$ cat config.mk
export PLATFORM = sky130hd
export DESIGN_NAME = life_sequencer_flat
export DESIGN_NICKNAME = d
export VERILOG_FILES = /design/src/rtl/life_sequencer_if.sv /design/src/rtl/life_sequencer.sv /design/src/flat_wrapper.sv
export SDC_FILE = /design/constraint.sdc
export NUM_CORES = 1
export LEC_CHECK = 0
export ABC_AREA = 1
export CAP_MARGIN = 10
export CORE_MARGIN = 2
export CORE_UTILIZATION = 35
export DETAILED_ROUTE_END_ITERATION = 8
export GPL_TIMING_DRIVEN = 1
export PLACE_DENSITY = 0.8
export SLEW_MARGIN = 5
export SYNTH_ARGS = -nofsm -noshare
export SYNTH_HDL_FRONTEND = slang
export SYNTH_SLANG_ARGS = --single-unit
$ cat constraint.sdc
create_clock -name clk -period 1.6 [get_ports clk]
set_input_delay 0.32 -clock clk [delete_from_list [all_inputs] [get_ports clk]]
set_output_delay 0.32 -clock clk [all_outputs]
set_load 0.005 [all_outputs]
$ cat src/rtl/life_sequencer_if.sv
// Board-side command and core-side strobe bundle for life_sequencer.
//   master : the side issuing commands and holding the life core grid
//            (drives cmd_*, grid_in; observes strobes and status)
//   slave  : the sequencer itself
// Signals:
//   cmd_load/cmd_start/cmd_stop/cmd_step  1-cycle command pulses
//   grid_in     N*N   current core grid
//   core_load   1     strobe: core copies seed into its grid
//   core_en     1     strobe: core computes next generation
//   gen_count   GEN_W generations since last load
//   state       3     IDLE=0 LOAD=1 PAUSE=2 RUN=3 HALT=4
//   halted      1     high while in HALT
//   halt_cause  2     00 none, 01 extinct, 10 still life, 11 saturated
interface life_sequencer_if #(
  parameter int unsigned N     = 10,
  parameter int unsigned GEN_W = 16
);
  logic             cmd_load;
  logic             cmd_start;
  logic             cmd_stop;
  logic             cmd_step;
  logic [N*N-1:0]   grid_in;
  logic             core_load;
  logic             core_en;
  logic [GEN_W-1:0] gen_count;
  logic [2:0]       state;
  logic             halted;
  logic [1:0]       halt_cause;

  modport master (
    output cmd_load, cmd_start, cmd_stop, cmd_step, grid_in,
    input  core_load, core_en, gen_count, state, halted, halt_cause
  );

  modport slave (
    input  cmd_load, cmd_start, cmd_stop, cmd_step, grid_in,
    output core_load, core_en, gen_count, state, halted, halt_cause
  );
endinterface

$ cat src/rtl/life_sequencer.sv
// Generation controller for the NxN Game-of-Life core.
// Loads the seed into the core, then advances it one generation per cmd_step
// (PAUSE) or once every TICK_DIV clocks (RUN). Counts generations since the
// last load and halts when the counter saturates.
// Optional feature macro: AUTO_HALT_EN -- when defined, the grid returned by
// the core after every generation is compared against the pre-step grid and
// the sequencer halts on extinction (cause 01) or a still life (cause 10).
// Ports:
//   clk    in  system clock, all state on the rising edge
//   reset  in  asynchronous, active-low reset
//   bus    life_sequencer_if.slave (commands in, core strobes and status out)
// Parameters: N grid edge, TICK_DIV clocks per generation in RUN (>=2),
//   DIV_W tick counter width, GEN_W generation counter width.
module life_sequencer #(
  parameter int unsigned N        = 10,
  parameter int unsigned TICK_DIV = 25_000_000,
  parameter int unsigned DIV_W    = 25,
  parameter int unsigned GEN_W    = 16
) (
  input logic             clk,
  input logic             reset,
  life_sequencer_if.slave bus
);

  typedef enum logic [2:0] {
    S_IDLE  = 3'd0,
    S_LOAD  = 3'd1,
    S_PAUSE = 3'd2,
    S_RUN   = 3'd3,
    S_HALT  = 3'd4
  } state_t;

  localparam logic [DIV_W-1:0] TICK_LAST = DIV_W'(TICK_DIV - 1);

  state_t           st;
  logic [DIV_W-1:0] tick;
  logic             core_load_q;
  logic             core_en_q;
  logic [GEN_W-1:0] gen_q;
  logic             halted_q;
  logic [1:0]       cause_q;

  logic [GEN_W-1:0] gen_next;
  logic             gen_sat;

  // Result of the post-generation grid check and the step interlock.
  logic             auto_hit;
  logic [1:0]       auto_cause;
  logic             step_block;

  always_comb begin
    gen_next = gen_q + 1'b1;
    gen_sat  = (gen_next == '1);
  end

`ifdef AUTO_HALT_EN
  logic [N*N-1:0] snapshot;
  logic           chk_pend;

  // The core updates its grid on the edge that ends the core_en cycle, so
  // grid_in during that cycle is still the pre-step grid: capture it, then
  // compare against the new grid one cycle later.
  always_ff @(posedge clk or negedge reset) begin
    if (!reset) begin
      snapshot <= '0;
      chk_pend <= 1'b0;
    end else begin
      chk_pend <= core_en_q;
      if (core_en_q) begin
        snapshot <= bus.grid_in;
      end
    end
  end

  always_comb begin
    auto_cause = 2'b00;
    if (bus.grid_in == '0) begin
      auto_cause = 2'b01;
    end else if (bus.grid_in == snapshot) begin
      auto_cause = 2'b10;
    end
    auto_hit   = chk_pend && (auto_cause != 2'b00);
    // A step landing while core_en is high would strobe during the check cycle.
    step_block = core_en_q;
  end
`else
  always_comb begin
    auto_hit   = 1'b0;
    auto_cause = 2'b00;
    step_block = 1'b0;
  end
`endif

  always_ff @(posedge clk or negedge reset) begin
    if (!reset) begin
      st          <= S_IDLE;
      tick        <= '0;
      core_load_q <= 1'b0;
      core_en_q   <= 1'b0;
      gen_q       <= '0;
      halted_q    <= 1'b0;
      cause_q     <= 2'b00;
    end else begin
      core_load_q <= 1'b0;
      core_en_q   <= 1'b0;

      if (bus.cmd_load && (st != S_LOAD)) begin
        st          <= S_LOAD;
        core_load_q <= 1'b1;
        gen_q       <= '0;
        cause_q     <= 2'b00;
        halted_q    <= 1'b0;
      end else begin
        case (st)
          S_IDLE: begin
          end

          S_LOAD: begin
            st <= S_PAUSE;
          end

          S_PAUSE: begin
            // A pending auto-halt outranks any command on the check edge.
            if (auto_hit) begin
              st       <= S_HALT;
              halted_q <= 1'b1;
              cause_q  <= auto_cause;
            end else if (bus.cmd_stop) begin
              st <= S_PAUSE;
            end else if (bus.cmd_start) begin
              st   <= S_RUN;
              tick <= '0;
            end else if (bus.cmd_step && !step_block) begin
              core_en_q <= 1'b1;
              gen_q     <= gen_next;
              if (gen_sat) begin
                st       <= S_HALT;
                halted_q <= 1'b1;
                cause_q  <= 2'b11;
              end
            end
          end

          S_RUN: begin
            if (auto_hit) begin
              st       <= S_HALT;
              halted_q <= 1'b1;
              cause_q  <= auto_cause;
            end else if (bus.cmd_stop) begin
              st <= S_PAUSE;
            end else if (tick == TICK_LAST) begin
              tick      <= '0;
              core_en_q <= 1'b1;
              gen_q     <= gen_next;
              if (gen_sat) begin
                st       <= S_HALT;
                halted_q <= 1'b1;
                cause_q  <= 2'b11;
              end
            end else begin
              tick <= tick + 1'b1;
            end
          end

          S_HALT: begin
          end

          default: begin
            st <= S_IDLE;
          end
        endcase
      end
    end
  end

  assign bus.core_load  = core_load_q;
  assign bus.core_en    = core_en_q;
  assign bus.gen_count  = gen_q;
  assign bus.state      = st;
  assign bus.halted     = halted_q;
  assign bus.halt_cause = cause_q;

endmodule

$ cat src/flat_wrapper.sv
// flat-port wrapper written by rule: the top's interface ports become plain ports
module life_sequencer_flat 
#(
  parameter int unsigned N        = 10,
  parameter int unsigned TICK_DIV = 25_000_000,
  parameter int unsigned DIV_W    = 25,
  parameter int unsigned GEN_W    = 16
)
  (clk, reset, bus_cmd_load, bus_cmd_start, bus_cmd_stop, bus_cmd_step, bus_grid_in, bus_core_load, bus_core_en, bus_gen_count, bus_state, bus_halted, bus_halt_cause);
  life_sequencer_if #(.N(N), .GEN_W(GEN_W)) bus_i ();
  input logic clk;
  input logic reset;
  input wire logic [$bits(bus_i.cmd_load)-1:0] bus_cmd_load;
  input wire logic [$bits(bus_i.cmd_start)-1:0] bus_cmd_start;
  input wire logic [$bits(bus_i.cmd_stop)-1:0] bus_cmd_stop;
  input wire logic [$bits(bus_i.cmd_step)-1:0] bus_cmd_step;
  input wire logic [$bits(bus_i.grid_in)-1:0] bus_grid_in;
  output wire logic [$bits(bus_i.core_load)-1:0] bus_core_load;
  output wire logic [$bits(bus_i.core_en)-1:0] bus_core_en;
  output wire logic [$bits(bus_i.gen_count)-1:0] bus_gen_count;
  output wire logic [$bits(bus_i.state)-1:0] bus_state;
  output wire logic [$bits(bus_i.halted)-1:0] bus_halted;
  output wire logic [$bits(bus_i.halt_cause)-1:0] bus_halt_cause;
  assign bus_i.cmd_load = bus_cmd_load;
  assign bus_i.cmd_start = bus_cmd_start;
  assign bus_i.cmd_stop = bus_cmd_stop;
  assign bus_i.cmd_step = bus_cmd_step;
  assign bus_i.grid_in = bus_grid_in;
  assign bus_core_load = bus_i.core_load;
  assign bus_core_en = bus_i.core_en;
  assign bus_gen_count = bus_i.gen_count;
  assign bus_state = bus_i.state;
  assign bus_halted = bus_i.halted;
  assign bus_halt_cause = bus_i.halt_cause;
  life_sequencer #(.N(N), .TICK_DIV(TICK_DIV), .DIV_W(DIV_W), .GEN_W(GEN_W)) u_core (.clk(clk), .reset(reset), .bus(bus_i));
endmodule
## Word-level counts from Yosys, hierarchy flattened

Cells that the tools add are included.

| word-level totals | value |
|---|---|
| flip-flop bits (word level) | 49 |
| input port bits | 106 |
| output and inout port bits | 24 |
| word-level logic and storage cells | 80 |

| operators by class | value |
|---|---|
| $add $sub $neg | 2 |
| eq/ne operators | 18 |
| mux-type cells | 44 |
| bitwise operators | 1 |
| reductions and logical operators | 8 |

Operators by type and width:

| kind | count |
|---|---|
| $mux W25 | 4 |
| $mux W16 | 6 |
| $pmux W25 S2 | 1 |
| $pmux W16 S2 | 1 |
| $add A25 B1 Y25 const B | 1 |
| $eq A25 B25 Y1 const B | 1 |
| $mux W3 | 7 |
| $add A16 B1 Y16 const B | 1 |
| $eq A16 B16 Y1 const B | 1 |
| $mux W1 | 14 |
| $mux W2 | 7 |
| $ne A3 B2 Y1 const B | 4 |
| $pmux W3 S4 | 1 |
| $eq A3 B2 Y1 const B | 2 |
| $ne A2 B2 Y1 const B | 3 |
| $ne A3 B1 Y1 const B | 2 |
| $reduce_and A6 Y1 | 1 |
| $ne A5 B4 Y1 const B | 1 |
| $reduce_and A5 Y1 | 1 |
| $ne A4 B2 Y1 const B | 1 |
| $pmux W1 S2 | 2 |
| $pmux W2 S2 | 1 |
| $eq A3 B1 Y1 const B | 1 |
| $eq A3 B3 Y1 const B | 1 |
| 8 further kinds | 8 |

## Depth between registers and ports, before layout

Gate-level depths: netlist of the first run.

| logic depth | value |
|---|---|
| depth in word-level cells | 8 |
| mapped depth | 15 |
| depth with buffers taken out | 15 |

## Worst setup path after synthesis of the first run

No wires, ideal clock.

| timing | value |
|---|---|
| kind | register to register |
| from | register u_core.gen_q[0] (netlist: u_core.bus.gen_count[0]) |
| to | register u_core.st[0] (netlist: u_core.bus.state[0]) |
| data arrival time | 1,616 ps |
| path slack | -138 ps |
| cell stages (with the launch flop) | 15 |
| clock period less this slack | 1,738 ps |
| cell sequence | dfrtp_1 > ha_1 > nand2_1 > nor2_4 > nand2_1 > nand2_1 > nand2_1 > nor2_1 > nand3_2 > nor2_4 > nand2_2 > nand2_1 > nand2_1 > nand2_1 > a21oi_1 |

| between the ends | value |
|---|---|
| cells in the longest elaborated chain, start to end | 8 |
| elaborated cells between the ends (all ways) | 10 |
| classes of those cells | 1 x add/sub; 1 x eq/ne; 8 x mux |

Ends and longest elaborated chain:

| item | RTL line | source |
|---|---|---|
| from (decl) | life_sequencer.sv:39 | `logic [GEN_W-1:0] gen_q;` |
| from (signal assigned) | life_sequencer.sv:135 | `gen_q <= gen_next;` |
| from (signal assigned) | life_sequencer.sv:154 | `gen_q <= gen_next;` |
| $add A16 B1 Y16 (*) | life_sequencer.sv:52 | `gen_next = gen_q + 1'b1;` |
| $eq A16 B16 Y1 (*) | life_sequencer.sv:53 | `gen_sat = (gen_next == '1);` |
| $mux W3 (*) | -- |  |
| $mux W3 (3 in series) | -- |  |
| $pmux W3 S4 (*) | -- |  |
| $mux W3 (*) | -- |  |
| to (signal assigned) | life_sequencer.sv:96 | `st <= S_IDLE;` |
| to (signal assigned) | life_sequencer.sv:108 | `st <= S_LOAD;` |
| to (signal assigned) | life_sequencer.sv:119 | `st <= S_PAUSE;` |
| to (decl) | life_sequencer.sv:35 | `state_t st;` |

Every way passes the cells marked *; elsewhere a longest branch is shown, timed or not. The select of a mux whose other input is x is not followed.
A chain may end at the register's enable or synchronous reset.

## Final worst setup path of the first run

| timing | value |
|---|---|
| from | register u_core.tick[1] |
| to | register u_core.halted_q (netlist: u_core.bus.halted) |

| between the ends | value |
|---|---|
| cells in the longest elaborated chain, start to end | 3 |

Ends and longest elaborated chain:

| item | RTL line | source |
|---|---|---|
| from (decl) | life_sequencer.sv:36 | `logic [DIV_W-1:0] tick;` |
| from (signal assigned) | life_sequencer.sv:161 | `tick <= tick + 1'b1;` |
| $eq A25 B25 Y1 | life_sequencer.sv:151 | `end else if (tick == TICK_LAST) begin` |
| $ne A3 B1 Y1 (no source line) | -- |  |
| $reduce_and A6 Y1 (no source line) | -- |  |
| to (signal assigned) | life_sequencer.sv:138 | `halted_q <= 1'b1;` |
| to (signal assigned) | life_sequencer.sv:147 | `halted_q <= 1'b1;` |
| to (signal assigned) | life_sequencer.sv:157 | `halted_q <= 1'b1;` |
| to (decl) | life_sequencer.sv:40 | `logic halted_q;` |

No other way between the ends.

==> results of run 1 <==
[area by class of cell]
cell class	count	area, um^2
Multi-Input combinational cell	296	2046
Clock inverter	2	38.79
Clock buffer	6	82.58
Timing Repair Buffer	149	1313
Tap cell	105	131.4
Sequential cell	48	1209
Fill cell	593	3201
Inverter	58	237.7
[flip-flops by register name, summed over array words and instances (netlist names)]
| name | cells |
|---|---|
| u_core.bus.halt_cause | 1 |
| u_core.bus.halted | 1 |
| u_core.bus.core_load | 1 |
| u_core.tick | 25 |
| u_core.bus.gen_count | 16 |
| u_core.bus.core_en | 1 |
| u_core.bus.state | 3 |
[what timing repair did]
action / CTS / global route
pin swaps: 21 / 43
gates resized for setup: 71 / 111
gates cloned: 1 / 0
endpoints found under the setup margin: 60 / 48
buffers inserted: 9 / 18
endpoints found under the hold margin: 48 / 0
hold buffers: 1 / 0
[power by group]
part / leakage (uW) / internal, uW / switching (uW)
Combinational: 0.00159 / 813 / 963
Sequential: 0.000654 / 1310 / 127
Clock: 0.0000614 / 512 / 453
[per-layer routing]
metal  share of wire  up-vias  routed length (um)
met1            0.37     1739                4448
met3           0.067       67                 805
met2            0.51      221                6119
met5               0        -                   0
met4           0.047        0                 558
li1                -     1627                   -
[worst min-delay path, stage by stage]
cell and delay, ps:
dlymetal6s2s_1 150, nand2_1 100, nand2_1 50, nand2_1 60
a21oi_1 50
[cell usage in the layout (no fill, tap or decap), drive strengths merged]
master,n
buf,120
nand2,104
nor2,65
inv,57
dfrtp,48
nand3,30
o21ai,24
a21oi,16
nand4,12
dlygate4sd2,12
nor3,12
clkdlybuf4s50,11
o22ai,10
clkbuf,6
xor2,6
dlymetal6s2s,3
ha,3
xnor2,2
clkdlybuf4s15,2
clkinv,2
o31ai,2
nor4,2
nor3b,2
nand3b,1
a31oi,1
mux2i,1
o21bai,1
o21a,1
o211a,1
bufinv,1
dlygate4sd3,1
[cells by family after synthesis]
family                   share of synthesized area
AO/OA/AOI/OAI                               0.1088
AND/OR/NAND/NOR                             0.3670
flip-flops                                  0.4003
adder cells (fa/ha/maj)                    0.01251
buffers and inverters                      0.08465
XOR/XNOR                                   0.02335
multiplexers                              0.003336
[worst paths after layout]
path                            startpoint                      end  slack, ps  cells after the start
setup reg to reg            u_core.tick[1]        u_core.bus.halted       -430                     12
setup / recovery            u_core.tick[1]        u_core.bus.halted       -430                     12
max in group asynchronous            reset  u_core.bus.gen_count[3]        820                      3
min in group asynchronous            reset           u_core.tick[4]        500                      3
hold reg to reg            u_core.tick[19]          u_core.tick[19]        520                      1
hold / removal               bus_cmd_start      u_core.bus.state[0]        440                      5
[through the flow]
step                power (uW)  setup slack (ps)  cell area [um^2]  utilization  std cells
global route              4355            -566.3              5057       0.6124        664
detailed placement        2536            -424.8              4141       0.5015        633
global placement          2504            -358.9              4141       0.5015        633
CTS                       3704            -324.5              4543       0.5502        651
floorplan                 1982            -120.1              3017            -        406
finish                    4179            -425.7              5057       0.6124        664
==> qor.csv, run 1 <==
metric,value,unit
DIE AREA,9329,um^2
synth top area cells,"dfrtp_1 (40%), nand2_1 (12%), inv_1 (6.6%)",
crit-path max FO,3,
syn_nets,515,
First DRT Iteration DRCs,421,
Detailed Route WL,11930,um
Setup crit end kind,flop,
WP data required,1850,ps
CTS tree,built,
Post-layout nets,667,
critical-path cell list,ha_4 > nand3_4 > nor2_4 > nand2_2 > nor2_2 > nand3_1 > nand2_2 > inv_4 > nand2_4 > buf_6 > nand4_1 > a21oi_2,
core area,8258,um^2
"antenna viol nets, final",0,
Overflow after GRT,0,
static leakage,0.002302,uW
initial antenna violation count,0,
Arrival @ worst endpoint,2270,ps
GRT busiest layer,met2,
first-pass GRT wire length,15340,um
Tightest Pin Transition,389.9,ps
Crit-path slowest cell,dfrtp_1,
DP Wirelength,6299,um
Fin Setup TNS,-13660,ps
Area Overhead vs Synth,68.56,%
met2 usage,0.3738,
grt met1 use,0.2592,
H-tree Lvls,2,
routed via count,3654,
share of cells above drive strength 1,0.4705,
min-delay worst type,primary input to flop,
max_cap viols,0,
RSZ-0062 raised after global routing,yes,
Worst Clk Skew,14.28,ps
clk sink count,48,
Synth cell types,36,
hold slack,437.1,ps
RePlAce Congestion,0.9000,
"Async S/R FF share, synth",1.000,
Yosys reg bits,48,
Tmin final,2026,ps
CTS root buf,clkbuf_8,
number of global-route vias before repair,3337,
Setup Viol. Count Final,47,
Yosys top cell area share,0.4003,
"count leader, synth",nand2_1,
commonest cells in the netlist,"nand2_1 (92), inv_1 (53), nor2_1 (49)",
mean routed wirelength per cell,17.97,um
Initial Util,0.3633,
Post-synth EDFFs,0,
worst path bufs/invs,2,
die height,96.59,um
post-route setup slack,-425.7,ps
Final Hold Fails,0,
router iterations before antenna repair,5,
IO Count,130,
final slew viol count,0,
VDD IR max,0.0003891,V
die width,96.59,um
Worst setup SP type,flop,
GR Util met3,0.02250,
sequential area share after synthesis,0.4003,
Crit path max-delay family,simple AND/OR/NAND/NOR gates,
Pwr Density,826.3,nW/um^2
Final period util,1.266,
WS Path Type,flop to flop,
DRC Markers,0,
cell area after synthesis,3000,um^2
fmax,0.4937,GHz
PortBufs,29,
Antenna diodes,0,
Rel. slew slack,0.7379,
violated checks,setup timing,
num rows,33,
CTS buffer count,5,
yosys warns,0,
post-synth top area cell,dfrtp_1,
Via density,5.503,
status,"complete, but fails checks",
pin count of the biggest net entering global routing,49,
CTS Buffer Depth,2,
later-pin clock latency in the skew report,320,ps
"Largest stage delay, worst path",410,ps
Post-Synthesis Cells,406,
ys flop type,dfrtp_1,
All-Layer GR Usage,0.2110,
clock slew at reported path FFs,100,ps
synthesized area per cell,7.390,um^2
CP dominant cell by count,nand2_2,
(Power assumes the default switching activity.)
==> run 2: changes to the inputs <==
CAP_MARGIN = 15   (was 10)
==> results of run 2 <==
Final layout, timing and power as in run 1 (identical DEF).
==> run 3: changes to the inputs <==
CORE_UTILIZATION = 39   (was 35)
PLACE_DENSITY = 0.87   (was 0.8)
==> run 3 against run 2 <==
  * The run still ends with setup timing left
  * Wire length increased by 36%
  * Combinational power increased by 16%
  * Sequential power about the same
  * Sequential share of layout area is 1.7 points lower
  * Critical path depth is 2 lower
  * Cell area increased by 7.5%
  * Sequential cell count stayed put
  * Clock power is 2.6% higher
  * Maximum frequency down 13%
  * Clock-buffer cell count did not move
  * Cell count is 2.3% higher
  * Die area is 9.8% lower
  * Critical path type unchanged
==> qor.csv, run 3 (synthesis gave the netlist of run 1 again) <==
metric,value,unit,change
CTS root buf,clkbuf_8,,
router iterations before antenna repair,7,,+2
later-pin clock latency in the skew report,330,ps,about the same
Tightest Pin Transition,505.0,ps,+115.1 ps
CTS buffer count,5,,unchanged
min-delay worst type,primary input to async pin,,
post-route setup slack,-720.8,ps,-295.1 ps
Setup crit end kind,flop,,
violated checks,setup timing,,
Setup Viol. Count Final,49,,+4.3%
core area,7370,um^2,-11%
All-Layer GR Usage,0.3001,,+0.08915
fmax,0.4309,GHz,-13%
Area Overhead vs Synth,81.28,%,
status,"complete, but fails checks",,
Post-layout nets,688,,+3.1%
CTS tree,built,,
Overflow after GRT,0,,unchanged
DIE AREA,8411,um^2,-9.8%
Fin Setup TNS,-20390,ps,-6731 ps
pin count of the biggest net entering global routing,25,,-49%
Worst R2R Setup Slack,-720,ps,-300 ps
Pwr Density,827.9,nW/um^2,+0.20%
First DRT Iteration DRCs,763,,+81%
Via density,6.439,,+17%
Top reg by flops,u_core.tick,,
PortBufs,29,,unchanged
routed via count,4372,,+20%
H-tree Lvls,2,,unchanged
initial antenna violation count,0,,unchanged
Area after DPL,4081,um^2,-1.5%
clk sink count,48,,unchanged
WP data required,1860,ps,about the same
DRC Markers,0,,unchanged
crit-path max FO,4,,+1
max FFs per register,25,,unchanged
VDD IR max,0.0004275,V,+9.9%
Final Hold Fails,0,,unchanged
max_cap viols,0,,unchanged
DP Wirelength,6502,um,+3.2%
Arrival @ worst endpoint,2580,ps,+310 ps
"antenna viol nets, final",0,,unchanged
Antenna diodes,0,,unchanged
static leakage,0.002597,uW,+13%
Initial Util,0.4071,,+0.04380
mean routed wirelength per cell,23.83,um,+33%
final slew viol count,0,,unchanged
Tmin final,2321,ps,+295.1 ps
share of cells above drive strength 1,0.5448,,+0.07434
most frequent cells in the layout,"buf_4 (105), nand2_1 (59), inv_1 (43), dfrtp_1 (42), nor2_1 (35)",,
die height,91.71,um,-5.0%
Worst Clk Skew,13.48,ps,-0.8026 ps
hold slack,424.6,ps,-12.48 ps
clock slew at reported path FFs,100,ps,about the same
CTS Buffer Depth,2,,unchanged
IO Count,130,,unchanged
WS Path Type,flop to flop,,
num rows,31,,-6.1%
RePlAce Congestion,0.9580,,+6.4%
RSZ-0062 raised after global routing,yes,,
Detailed Route WL,16180,um,+36%
first-pass GRT wire length,19930,um,+30%
FILL cells,399,,-33%
Post-Layout Inst Area,5439,um^2,+7.5%
utilization after layout,0.7380,,+0.1256
Worst setup SP type,flop,,
"commonest non-fill, non-tap cell in the layout",buf_4,,
number of global-route vias before repair,4013,,+20%
Rel. slew slack,0.6607,,-0.07714
die width,91.71,um,-5.0%
Final period util,1.451,,+0.1844
-- run 3: cell types whose count changed in the layout (fill, tap and decap cells not counted), moves of 5 or more --
cell	previous run	this run
nand3_1	19	14
nor2_4	15	22
nand2_2	21	32
buf_6	23	32
nand2_1	72	59
buf_4	92	105
-- run 3: worst paths after layout --
kind	startpoint	to	depth (start not counted)
min	reset	u_core.tick[22]	2
max in group asynchronous	reset	u_core.tick[2]	3
max reg2reg	u_core.bus.gen_count[6]	u_core.bus.state[2]	10
min in group clk	u_core.bus.halt_cause[0]	u_core.bus.halt_cause[0]	2
min reg2reg	u_core.bus.halt_cause[0]	u_core.bus.halt_cause[0]	2
max	u_core.bus.gen_count[6]	u_core.bus.state[2]	10
-- run 3: report_power, final --
group	leakage (uW)	internal [uW]	total [uW]	switching, uW
clock	0.0000614	512	990	478
combinational	0.00188	888	2060	1180
sequential	0.000654	1310	1450	140
total	0.00260	2710	4500	1790
-- run 3: routing by layer --
metal,vias up,wire length (um),global-route usage
met2,493,7256,0.5110
met4,0,1698,0.2127
li1,1675,-,-
met1,1996,5254,0.3273
met5,-,0,0
met3,208,1970,0.07067
-- run 3: layout make-up --
type                    count  area, um^2  share of cell area
clock buffers               6       82.58             0.01518
clock inverters             2       38.79            0.007131
inverters                  58       242.7             0.04463
multi-input cells         296        2221              0.4083
flip-flops and latches     48        1209              0.2222
well taps                  99       123.9             0.02277
repair buffers            170        1521              0.2797
-- run 3: critical path: stages, from the launching register on --
cell	delay [ps]
dfrtp_1	510
nand2_2	150
nor2_2	170
nand3_1	130
o21ai_1	310
nand3_1	250
nor2_4	230
nand3_1	140
nand2_1	140
a21oi_1	120
nor2_1	110
-- run 3: metrics by stage --
stage | std cells | setup slack, ps | power (uW)
CTS | 658 | -292.4 | 3957
global route | 679 | -725.9 | 4595
detailed placement | 620 | -413.1 | 2550
floorplan | 406 | -120.1 | 1982
global placement | 620 | -352.5 | 2500
finish | 679 | -720.8 | 4503
-- run 3: repair_timing --
item / in CTS / in global routing
gates cloned: 1 / 0
setup buffers: 32 / 28
pin swaps: 46 / 53
resized for setup: 145 / 101
hold endpoints to repair: 9 / 0
endpoints found under the setup margin: 59 / 57
hold buffers: 1 / 0
